**src/rtl/gpio_ctrl_pkg.sv**
```systemverilog
// rtl/gpio_ctrl_pkg.sv - register map, data width and register index decode for gpio_ctrl
package gpio_ctrl_pkg;

  localparam int REG_DATA_W = 32;

  localparam logic [4:0] ADDR_DATA_OUT   = 5'h00;
  localparam logic [4:0] ADDR_DIR        = 5'h04;
  localparam logic [4:0] ADDR_DATA_IN    = 5'h08;
  localparam logic [4:0] ADDR_RISE_EN    = 5'h0C;
  localparam logic [4:0] ADDR_FALL_EN    = 5'h10;
  localparam logic [4:0] ADDR_IRQ_STATUS = 5'h14;
  localparam logic [4:0] ADDR_DB_LIMIT   = 5'h18;

  typedef enum logic [2:0] {
    REG_DATA_OUT   = 3'd0,
    REG_DIR        = 3'd1,
    REG_DATA_IN    = 3'd2,
    REG_RISE_EN    = 3'd3,
    REG_FALL_EN    = 3'd4,
    REG_IRQ_STATUS = 3'd5,
    REG_DB_LIMIT   = 3'd6,
    REG_NONE       = 3'd7
  } reg_idx_e;

  // Word-aligned decode; byte-lane bits [1:0] are ignored.
  function automatic reg_idx_e decode_addr(input logic [4:0] addr);
    case ({addr[4:2], 2'b00})
      ADDR_DATA_OUT:   return REG_DATA_OUT;
      ADDR_DIR:        return REG_DIR;
      ADDR_DATA_IN:    return REG_DATA_IN;
      ADDR_RISE_EN:    return REG_RISE_EN;
      ADDR_FALL_EN:    return REG_FALL_EN;
      ADDR_IRQ_STATUS: return REG_IRQ_STATUS;
      ADDR_DB_LIMIT:   return REG_DB_LIMIT;
      default:         return REG_NONE;
    endcase
  endfunction

endpackage

```
**src/rtl/gpio_ctrl_debounce.sv**
```systemverilog
// rtl/gpio_ctrl_debounce.sv - per-pin debounce counter and stable register (gpio_debounce)
module gpio_debounce
  import gpio_ctrl_pkg::*;
#(
  parameter int WIDTH = 8,
  parameter int CNT_W = 16
) (
  input  logic             clk,
  input  logic             rst,
  input  logic [CNT_W-1:0] limit,
  input  logic [WIDTH-1:0] sync_in,
  output logic [WIDTH-1:0] stable
);

  logic [CNT_W-1:0] cnt_q [WIDTH];
  logic [WIDTH-1:0] stable_q;

  // A pin must disagree with its stable value for limit+1 consecutive cycles before it is accepted.
  always_ff @(posedge clk) begin
    for (int i = 0; i < WIDTH; i++) begin
      if (rst) begin
        cnt_q[i]    <= '0;
        stable_q[i] <= 1'b0;
      end else if (sync_in[i] != stable_q[i]) begin
        if (cnt_q[i] >= limit) begin
          stable_q[i] <= sync_in[i];
          cnt_q[i]    <= '0;
        end else if (cnt_q[i] != {CNT_W{1'b1}}) begin
          cnt_q[i] <= cnt_q[i] + 1'b1;
        end
      end else begin
        cnt_q[i] <= '0;
      end
    end
  end

  assign stable = stable_q;

endmodule

```
**src/rtl/gpio_ctrl.sv**
```systemverilog
// rtl/gpio_ctrl.sv - GPIO controller top; GPIO_DEBOUNCE_EN compiles in input debounce and DB_LIMIT
module gpio_ctrl
  import gpio_ctrl_pkg::*;
#(
  parameter int WIDTH    = 8,
  parameter int DB_CNT_W = 16
) (
  input  logic                  clk,
  input  logic                  rst,
  input  logic                  reg_wr_en,
  input  logic                  reg_rd_en,
  input  logic [4:0]            reg_addr,
  input  logic [REG_DATA_W-1:0] reg_wdata,
  output logic [REG_DATA_W-1:0] reg_rdata,
  output logic                  reg_rvalid,
  input  logic [WIDTH-1:0]      data_in,
  output logic [WIDTH-1:0]      data_out,
  output logic [WIDTH-1:0]      dir_ctrl,
  output logic [WIDTH-1:0]      irq_event,
  output logic                  irq
);

  if (WIDTH < 1 || WIDTH > REG_DATA_W) begin : g_bad_width
    $error("gpio_ctrl: WIDTH must be 1..32");
  end
  if (DB_CNT_W < 1 || DB_CNT_W > REG_DATA_W) begin : g_bad_db_cnt_w
    $error("gpio_ctrl: DB_CNT_W must be 1..32");
  end

  reg_idx_e              reg_idx;
  logic [WIDTH-1:0]      wdata;
  logic [WIDTH-1:0]      data_out_q, dir_q, rise_en_q, fall_en_q, status_q;
  logic [WIDTH-1:0]      sync1_q, sync2_q, stable, stable_d_q;
  logic [WIDTH-1:0]      edge_evt, status_clr;
  logic [REG_DATA_W-1:0] rd_data;
  logic [REG_DATA_W-1:0] rdata_q;
  logic                  rvalid_q, irq_q;
  logic                  unused_bits;

  assign reg_idx     = decode_addr(reg_addr);
  assign wdata       = reg_wdata[WIDTH-1:0];
  assign unused_bits = ^{reg_wdata, reg_addr[1:0]};

`ifdef GPIO_DEBOUNCE_EN
  logic [DB_CNT_W-1:0] db_limit_q;

  gpio_debounce #(
    .WIDTH (WIDTH),
    .CNT_W (DB_CNT_W)
  ) u_debounce (
    .clk     (clk),
    .rst     (rst),
    .limit   (db_limit_q),
    .sync_in (sync2_q),
    .stable  (stable)
  );
`else
  assign stable = sync2_q;
`endif

  // Writable control registers.
  always_ff @(posedge clk) begin
    if (rst) begin
      data_out_q <= '0;
      dir_q      <= '0;
      rise_en_q  <= '0;
      fall_en_q  <= '0;
`ifdef GPIO_DEBOUNCE_EN
      db_limit_q <= '0;
`endif
    end else if (reg_wr_en) begin
      case (reg_idx)
        REG_DATA_OUT: data_out_q <= wdata;
        REG_DIR:      dir_q      <= wdata;
        REG_RISE_EN:  rise_en_q  <= wdata;
        REG_FALL_EN:  fall_en_q  <= wdata;
`ifdef GPIO_DEBOUNCE_EN
        REG_DB_LIMIT: db_limit_q <= reg_wdata[DB_CNT_W-1:0];
`endif
        default: ;
      endcase
    end
  end

  // Two-flop synchronizer plus the previous-cycle copy of the conditioned input.
  always_ff @(posedge clk) begin
    if (rst) begin
      sync1_q    <= '0;
      sync2_q    <= '0;
      stable_d_q <= '0;
    end else begin
      sync1_q    <= data_in;
      sync2_q    <= sync1_q;
      stable_d_q <= stable;
    end
  end

  // Edge events only on input pins; the W1C mask applies before the set so a same-cycle event survives.
  assign edge_evt   = ~dir_q & ((stable & ~stable_d_q & rise_en_q) |
                                (~stable & stable_d_q & fall_en_q));
  assign status_clr = (reg_wr_en && reg_idx == REG_IRQ_STATUS) ? wdata : '0;

  // Sticky interrupt status and its registered OR.
  always_ff @(posedge clk) begin
    if (rst) begin
      status_q <= '0;
      irq_q    <= 1'b0;
    end else begin
      status_q <= (status_q & ~status_clr) | edge_evt;
      irq_q    <= |status_q;
    end
  end

  // Read mux over current register state, so a same-cycle write is not yet visible.
  always_comb begin
    rd_data = '0;
    case (reg_idx)
      REG_DATA_OUT:   rd_data[WIDTH-1:0] = data_out_q;
      REG_DIR:        rd_data[WIDTH-1:0] = dir_q;
      REG_DATA_IN:    rd_data[WIDTH-1:0] = stable;
      REG_RISE_EN:    rd_data[WIDTH-1:0] = rise_en_q;
      REG_FALL_EN:    rd_data[WIDTH-1:0] = fall_en_q;
      REG_IRQ_STATUS: rd_data[WIDTH-1:0] = status_q;
`ifdef GPIO_DEBOUNCE_EN
      REG_DB_LIMIT:   rd_data[DB_CNT_W-1:0] = db_limit_q;
`endif
      default: ;
    endcase
  end

  // One-cycle read response; data holds until the next read.
  always_ff @(posedge clk) begin
    if (rst) begin
      rdata_q  <= '0;
      rvalid_q <= 1'b0;
    end else begin
      rvalid_q <= reg_rd_en;
      if (reg_rd_en) rdata_q <= rd_data;
    end
  end

  assign reg_rdata  = rdata_q;
  assign reg_rvalid = rvalid_q;
  assign data_out   = data_out_q;
  assign dir_ctrl   = dir_q;
  assign irq_event  = status_q;
  assign irq        = irq_q;

endmodule

```
**config.mk**
```make
export PLATFORM = sky130hd
export DESIGN_NAME = gpio_ctrl
export DESIGN_NICKNAME = d
export VERILOG_FILES = /design/src/rtl/gpio_ctrl_pkg.sv /design/src/rtl/gpio_ctrl_debounce.sv /design/src/rtl/gpio_ctrl.sv
export SDC_FILE = /design/constraint.sdc
export NUM_CORES = 1
export LEC_CHECK = 0
export CAP_MARGIN = 25
export CORE_MARGIN = 3
export CORE_UTILIZATION = 46
export CTS_CLUSTER_SIZE = 25
export DETAILED_ROUTE_END_ITERATION = 7
export PLACE_DENSITY = 0.8
export SLEW_MARGIN = 20
export SYNTH_ARGS = -nofsm -noshare
export SYNTH_HDL_FRONTEND = slang
export SYNTH_SLANG_ARGS = --single-unit
```
**constraint.sdc**
```tcl
create_clock -name clk -period 1.9 [get_ports clk]
set_clock_uncertainty 0.2 [all_clocks]
set_input_delay 0.57 -clock clk [delete_from_list [all_inputs] [get_ports clk]]
set_output_delay 0.57 -clock clk [all_outputs]
set_load 0.01 [all_outputs]
```
* Word level (Yosys, flattened, before mapping)
Cells that the tools add are included.
** Cells by class
- Eq/ne operators :: 11
- Mux-type cells :: 3
- Bitwise logic cells :: 12
- Reductions and logical operators :: 8
** Operator list (count)
- 8-bit bitwise AND :: 6
- 8-bit one-hot mux with 6 select lines :: 1
- 8-bit NOT :: 4
- 3-bit one-hot mux with 7 select lines :: 1
- 8-bit OR :: 2
- 3-bit == test (second input constant) :: 5
- 3-bit by 2-bit == test with 1-bit output (second input constant) :: 4
- 8-bit two-way mux :: 1
- 2-bit AND reduction :: 4
- 8-bit OR reduction :: 1
- 3-bit by 1-bit == test with 1-bit output (second input constant) :: 2
- 3-bit zero test :: 2
- 1-bit logical AND :: 1
** Storage, ports and cells
- Bits in registers :: 74
- Bits of input ports :: 49
- Output and inout port bits :: 58
- Logic and storage cells :: 45

* Logic depth before layout (Yosys ltp)
Gate-level depths: netlist of run 1.
- Word-level depth :: 8
- Gate-level depth with buffers :: 6

* Worst setup path after synthesis of run 1
No wires, ideal clock.
- Path type :: input port to flip-flop
- Start point :: input port reg_addr[3]
- End point :: register rdata_q[0] (netlist: reg_rdata[0])
- Setup time :: 0.132 ns
- Data arrival time :: 1.444 ns
- Path slack :: 0.124 ns
- Cell stages on the path :: 5
- Path through :: buf_6 mux4_2 nor2b_1 o21ai_1 a21oi_1
** Between the ends
- Word-level cells in the longest chain between the ends :: 4
** RTL lines
- start: declaration :: RTL line gpio_ctrl.sv:12 : input logic [4:0] reg_addr,
- 3-bit == test, or another cell as far along :: RTL line gpio_ctrl_pkg.sv:27 : case ({addr[4:2], 2'b00})
- 3-bit one-hot mux with 7 select lines (*) :: RTL line gpio_ctrl_pkg.sv:27
- 3-bit == test, or another cell as far along :: RTL line gpio_ctrl.sv:117 : case (reg_idx)
- 8-bit one-hot mux with 6 select lines (*) :: RTL line gpio_ctrl.sv:117
- end signal: assignment :: RTL line gpio_ctrl.sv:138 : if (reg_rd_en) rdata_q <= rd_data;
- end: declaration :: RTL line gpio_ctrl.sv:36 : logic [REG_DATA_W-1:0] rdata_q;
Every way passes the cells marked *; elsewhere a longest branch is shown, timed or not.
A chain may end at the register's enable or synchronous reset.

* Worst setup path after layout of run 1
- Start point :: register status_q[0] (netlist: irq_event[0])
- End point :: output port irq_event[0]
** RTL lines
- start: declaration :: RTL line gpio_ctrl.sv:32 : logic [WIDTH-1:0] data_out_q, dir_q, rise_en_q, fall_en_q, status_q;
- start signal: assignment :: RTL line gpio_ctrl.sv:109 : status_q <= (status_q & ~status_clr) | edge_evt;
- end: declaration :: RTL line gpio_ctrl.sv:19 : output logic [WIDTH-1:0] irq_event,
No word-level cell between the ends.

==> results of run 1 <==
==> state kept, by name (all words and copies together) (netlist names) <==
name / count
data_out: 8
dir_ctrl: 8
fall_en_q: 8
irq: 1
irq_event: 8
reg_rdata: 8
reg_rvalid: 1
rise_en_q: 8
stable: 8
stable_d_q: 8
sync1_q: 8
==> layout make-up <==
cell class                 instances  share of cell area
clock buffer                      11             0.03492
clock inverter                     5             0.01212
multi-input combinational        272              0.3743
sequential                        74              0.3423
tap                               96             0.02771
timing repair buffer             101              0.2087
==> metal layers <==
layer / global-route usage / share of wire / routed length [um] / vias to the layer above
met1: 0.2637 / 0.43 / 3569 / 1345
met3: 0.05000 / 0.088 / 732 / 12
met2: 0.3193 / 0.47 / 3866 / 135
li1: - / - / - / 1398
met4: 0.07161 / 0.016 / 136 / 0
met5: 0 / 0 / 0 / -
==> cells in the mapped netlist, types with 6 or more instances <==
master / count / area [um2]
nor2b_1: 30 / 187.7
mux2_2: 6 / 67.56
a21oi_1: 46 / 230.2
nand2_1: 57 / 214.0
buf_2: 7 / 35.03
buf_4: 28 / 210.2
nor2_1: 21 / 78.83
dfxtp_1: 74 / 1481
mux2i_1: 16 / 160.2
nand2b_1: 9 / 56.30
nand3b_1: 16 / 120.1
clkbuf_1: 7 / 26.28
==> per-stage QoR <==
| stage | util | TNS, ns | power [mW] |
|---|---|---|---|
| 4_1_cts | 0.6308 | 0 | 3.206 |
| 3_3_place_gp | 0.5989 | -18.53 | 1.977 |
| 3_5_place_dp | 0.5989 | -18.82 | 1.983 |
| 5_1_grt | 0.6311 | 0 | 3.298 |
| 2_1_floorplan | - | 0 | 1.858 |
| 6_report | 0.6311 | 0 | 3.193 |
==> final timing paths <==
path,start,endpoint,slack (ns),depth (start not counted)
worst max-delay path,irq_event[0],irq_event[0],0.08,1
worst min-delay path,sync1_q[4],stable[4],0.24,1
worst min register to register,sync1_q[4],stable[4],0.24,1
worst max register to register,dir_ctrl[0],reg_rdata[0],0.29,4
==> logic make-up (layout without fill, tap and decap cells) <==
group / Yosys count / after routing / share of synthesized area
multiplexers: 23 / 23 / 0.07570
buffers and inverters: 46 / 117 / 0.09349
AND/OR/NAND/NOR: 158 / 158 / 0.2691
AO/OA/AOI/OAI: 67 / 67 / 0.1124
other: 1 / 24 / 0.001134
flip-flops: 74 / 74 / 0.4481
==> cell usage in the layout, fill, tap and decap left out, drive strengths merged, types with 4 or more instances in the layout <==
cell type	synthesis	routed
mux2	6	6
mux2i	16	16
o21ai	7	7
clkdlybuf4s50	0	18
dlygate4sd2	0	37
and4b	4	4
nor2	23	23
nand3b	16	16
nand2b	9	9
nor4	5	5
a31oi	5	5
dfxtp	74	74
clkbuf	7	11
nand2	57	57
a21oi	46	46
conb	1	24
buf	39	45
nor2b	30	30
==> power by group through the flow <==
| stage | Sequential, mW | Combinational [mW] | Clock (mW) |
|---|---|---|---|
| 2_1_floorplan | 1.65 | 0.207 | 0 |
| 3_3_place_gp | 1.65 | 0.326 | 0 |
| 3_5_place_dp | 1.65 | 0.331 | 0 |
| 4_1_cts | 1.62 | 0.335 | 1.25 |
| 5_1_grt | 1.62 | 0.365 | 1.31 |
| 6_report | 1.62 | 0.340 | 1.24 |
==> repair_timing <==
item	CTS	global route
gates resized for setup	44	1
endpoints found under the setup margin	65	13
cloned	1	0
pin swaps	1	0
endpoints found under the hold margin	0	0
==> summary by stage, run 1 <==
Status
The run finished with clean final reports.

Clock tree
The TritonCTS clock tree is done. TritonCTS created 9 clock buffers. In this run, post-CTS hold repair placed 0 buffers.

The clock passes through at most 2 buffers. The latest clock arrival within the worst-skew pair is 0.35 ns. The post-CTS clock slew at the launch and capture registers of the worst setup and hold paths is around 0.080 ns. The CTS H-tree depth is 3. The clock net sink count is 74. The root buffer cell is clkbuf_8. The buffer count from post-CTS setup fixing is 0.

Finish
Once layout is complete, the cells apart from fillers number about 560. Summing all flip-flop and latch instances after layout gives 1484 um2. The area growth from synthesis to layout is 31.15%. The number of filler cells placed in the layout is 569. The area occupied by multi-input gates is 1623 um2. Summing all non-filler instances in the final layout gives an area of around 4300 um2. Of the cells placed in the final design, the portion with a size suffix greater than 1 is 0.1814. The count of inserted antenna diode cells is 0. The total number of nets in the final design is between 500 and 600.

Drt
The aggregate routed wire length is roughly 8300 um. The routed wire length per instance is approximately 15 um. The average via count per standard cell is between 5 and 6.

The first detailed-routing pass took 4 iterations. In the routed design, unresolved DRC markers number 0. The DRC violation total after the first TritonRoute iteration is approximately 310.

The total number of vias is approximately 2900. The final antenna-violating net count is 0.

Logic synthesis
During synthesis, Yosys emitted a total of 0 warnings. The dominant synthesized flop cell is dfxtp_1. The async set-reset flop share out of synthesis is 0. The gate count after technology mapping is around 370. In this run, synthesis inferred 0 flip-flops with an integrated enable.

The synthesized flop and latch total is 74. The post-synthesis sequential area ratio is 0.4481. Counting distinct cell types in the post-synthesis netlist gives 36. The cell area after synthesis is about 3300 um2. The average instance area after synthesis is approximately 9.0 um2.

STA
The highest clock rate is 548.9 MHz. The total count of max-transition violations in the final report is 0. The number of failing setup endpoints in the final timing report is 0. The final count of hold timing violations is 0. In the post-route analysis, the smallest setup slack over all paths is slightly below 0.08 ns. The worst hold slack after final layout is 0.2427 ns. The time the final worst path needs with I/O delays and setup is about 1.8 ns. The fraction of the cycle the final worst path needs is 0.9589. Setup repair after global routing left no endpoint under its margin.

Critical path
The setup path with the least slack is of type flip-flop to output pin. STA puts the critical path data arrival time at ~1.1 ns. The signal on the critical path passes through dlygate4sd2_1.

Of all nets on the critical path, the largest fanout is 4. Counting both buffers and inverters, the worst setup path holds a total of 1. The family of cells with the greatest summed delay on the critical path is flip-flops.

For the worst setup path, the data required time is around 1.1 ns. The slowest stage cell on the critical path is dfxtp_1. In this design, the stage delay of the slowest critical-path cell is about 0.40 ns. The critical path capture point type is an output pin. STA classifies the critical path startpoint as a flip-flop.

Placement
Prior to clock tree synthesis, the placed netlist has a worst setup slack of -0.5119 ns. The global placer's final weighted congestion is between 0.8 and 0.9. The number of instances in the placed design is 542.

The instance area after placement is between 4000 and 5000 um2. The placed wire-length estimate after detailed placement is roughly 6000 um. During placement, the flow inserted port buffers numbering 56.

Floorplan
The effective utilization at floorplan is 0.4812. The area of the core is 6869 um2. For this design the top-level I/O count stands at between 100 and 150. The die is slightly above 90 um wide. The die outline area is between 8000 and 9000 um2. The initialized floorplan defines 30 standard-cell rows. The die height is roughly 90 um.

Pwr
The total internal power is between 2 and 2.5 mW. The share of total power dissipated in combinational logic is 0.106. The clock group share of total power is 0.387. For this design the ratio of total power to cell area is ~740 nW/um2. Of the total power, the share spent switching nets is 0.2399. Summed over all nets, the switching power comes to 766.0 uW. The worst-case IR drop observed on VDD is roughly 0.00050 V. The part of the total power dissipated in sequential elements is 0.506. For this design the static power due to leakage is approximately 1.8 nW.

Global route
The pin count of the biggest net entering global routing is 41. The number of antenna violations at the first check in global routing was 0. The wire length of the first global-routing pass is between 10000 and 15000 um.

Across every metal layer, demand over resource in global routing totals 0.2005. The number of global-route vias before repair was 2713. The overflow left after global routing is 0.

Worst hold path
The min-delay analysis places its worst path in the category flip-flop to flip-flop.

Flow run
The reported max-cap violation count is 0.
(Power assumes the default switching activity.)
==> run 2, diff against run 1 <==
- ABC_CLOCK_PERIOD_IN_PS: unset -> 1900
- RECOVER_POWER: unset -> 100
==> summary by stage, run 2 (synthesized netlist as in run 1, its figures left out) <==
Status
The flow ran to the end, and the final reports show no timing, DRC or antenna violations.

Pwr
The power per unit of standard cell area is 742.1 nW/um2 (+0.76%). The worst vdd rail ir drop is 0.0004941 V (-0.78%). The leakage power figure is 1.788 nW (-1.3%).

Finish
The library cells used most frequently in the layout, excluding fill and tap cells, are 74 x dfxtp_1, 57 x nand2_1, 46 x a21oi_1, 37 x dlygate4sd2_1, 35 x buf_4. The layout overhead on the synthesized area is 29.90%. The final core utilization is 0.6251 (-0.006011). The count of inserted antenna diode cells was 0 (unchanged). The fraction of layout cells with a size suffix above 1 is 0.1685 (-0.01296).

The post-route cell area is 4294 um2 (-0.95%). The total number of nets in the final design is 507 (unchanged). The library cell used most frequently in the layout, excluding fill and tap cells, is dfxtp_1.

Global route
The number of antenna violations at the first check in global routing came to 0 (unchanged). The overflow left after global routing is 0 (unchanged). The global routing usage summed across all routing layers is 0.2005 (unchanged).

The number of global-route vias before repair is 2713 (unchanged). The pin count of the biggest net entering global routing is 41 (unchanged). The wire length of the first global-routing pass is 13220 um (unchanged).

Floorplan
The die height is 90.77 um (unchanged). The die outline area was 8239 um2 (unchanged). The count of boundary I/O pins is 107 (unchanged).

The area of the core is 6869 um2 (unchanged). The effective utilization at floorplan is 0.4812 (unchanged). The row count came to 30 (unchanged).

The horizontal die dimension came to 90.77 um (unchanged).

Drt
The routed wire length per instance is 14.85 um (about the same). The total number of vias came to 2884 (-0.21%). The average via count per standard cell is 5.159 (-0.21%). The number of DRC violations after detailed routing is 0 (unchanged).

The final antenna-violating net count came to 0 (unchanged). The number of iterations in the first detailed-routing pass is 4 (unchanged). The DRC violation total after the first TritonRoute iteration is 308 (-1.9%).

The aggregate routed wire length is 8299 um (about the same).

STA
The transition at the pin with the smallest max-transition slack is 0.6870 ns. The fraction of the cycle the final worst path needs came to 0.9692 (+0.01032). The final count of hold timing violations is 0 (unchanged). The final sum of negative setup slack came to 0 ns (unchanged). The total count of max-transition violations in the final report was 0 (unchanged). The least setup slack across all paths after layout came to 0.05847 ns (-0.01960 ns). The number of failing setup endpoints in the final timing report was 0 (unchanged). The highest clock rate is 543.0 MHz (-1.1%). The worst slew slack as a fraction of its limit is 0.5420.

The time the final worst path needs with I/O delays and setup is 1.842 ns (+0.01960 ns). Setup repair after global routing left no endpoint under its margin.

Placement
The placed wire-length estimate after detailed placement is 5982 um (unchanged). The instance area after placement is 4114 um2 (unchanged). The global placer's final weighted congestion is 0.8620 (unchanged). The number of I/O port buffers is 56 (unchanged). The post-place setup slack is -0.5119 ns (unchanged).

Critical path
The number of buffers and inverters on the critical path is 1 (unchanged). The slowest stage cell on the critical path is dfxtp_1. The critical-path maximum fanout is 4 (unchanged). Grouping stages by cell kind, the critical path spends the most delay in flip-flops.

The setup path with the least slack is of type flip-flop to output pin. The delay of the slowest critical-path stage was 0.42 ns (+0.02 ns). The data required time of the worst path is 1.13 ns (about the same). The critical path capture point type is an output pin. The worst endpoint data arrival time is 1.07 ns (+0.02 ns).

The worst setup path is launched from a flip-flop. Traced cell by cell, the critical path runs through dlygate4sd2_1.

Clock tree
The post-CTS clock slew at the launch and capture registers of the worst setup and hold paths is 0.08 ns (about the same). The CTS H-tree depth is 3 (unchanged). The TritonCTS clock tree is done. The root buffer cell is clkbuf_8. The number of hold buffers added after cts came to 0 (unchanged). The clock buffer count from CTS is 9 (unchanged). The number of buffers on the longest clock path came to 2 (unchanged). The clock net sink count came to 74 (unchanged). The buffer count from post-CTS setup fixing came to 0 (unchanged). The latest clock arrival within the worst-skew pair came to 0.35 ns (about the same).

Flow run
The reported max-cap violation count is 0 (unchanged).

Worst hold path
The path type of the worst min-delay path is flip-flop to flip-flop.
[run 2: cell count changes in the layout (fill, tap and decap cells not counted), sizes merged]
cell and change:
buf -6, clkbuf +6
[run 2: power by group]
| part | internal (mW) | leakage, nW | switching (mW) |
|---|---|---|---|
| clock network | 0.671 | 0.105 | 0.567 |
| registers | 1.59 | 0.602 | 0.0256 |
| logic | 0.158 | 1.08 | 0.174 |
[run 2: final timing paths]
kind,start,endpoint,slack (ns),cells past startpoint
setup reg to reg,dir_ctrl[0],reg_rdata[0],0.30,4
setup / recovery,irq_event[2],irq_event[2],0.06,1
hold / removal,sync1_q[4],stable[4],0.24,1
hold reg to reg,sync1_q[4],stable[4],0.24,1
[run 2: timing repair]
action | in CTS | in global routing
gates resized for setup | 44 | 1
endpoints found under the setup margin | 65 | 13
gates cloned | 1 | 0
pin swaps | 1 | 0
[run 2: through the flow]
| step | power [mW] | std cells | hold slack [ns] |
|---|---|---|---|
| 4_1_cts | 3.206 | 559 | 0.2479 |
| 3_3_place_gp | 1.977 | 542 | 0.2174 |
| 5_1_grt | 3.290 | 559 | 0.2623 |
| 2_1_floorplan | 1.858 | 392 | 0.2138 |
| 3_5_place_dp | 1.983 | 542 | 0.2283 |
| 6_report | 3.187 | 559 | 0.2428 |
[run 2: area by class of cell]
| cell class | instances | area [um2] |
|---|---|---|
| well taps | 96 | 120.1 |
| flip-flops and latches | 74 | 1481 |
| multi-input cells | 272 | 1617 |
| clock buffers | 11 | 151.4 |
| clock inverters | 5 | 52.55 |
| fillers | 579 | 2575 |
| repair buffers | 101 | 872.1 |
[run 2: routing by layer]
| layer | share of wire | routed length, um | vias to the layer above | global-route usage |
|---|---|---|---|---|
| met1 | 0.45 | 3763 | 1361 | 0.2637 |
| met4 | 0.017 | 139 | 0 | 0.07161 |
| met3 | 0.069 | 573 | 14 | 0.05000 |
| met2 | 0.46 | 3823 | 109 | 0.3193 |
| met5 | 0 | 0 | - | 0 |
| li1 | - | - | 1400 | - |
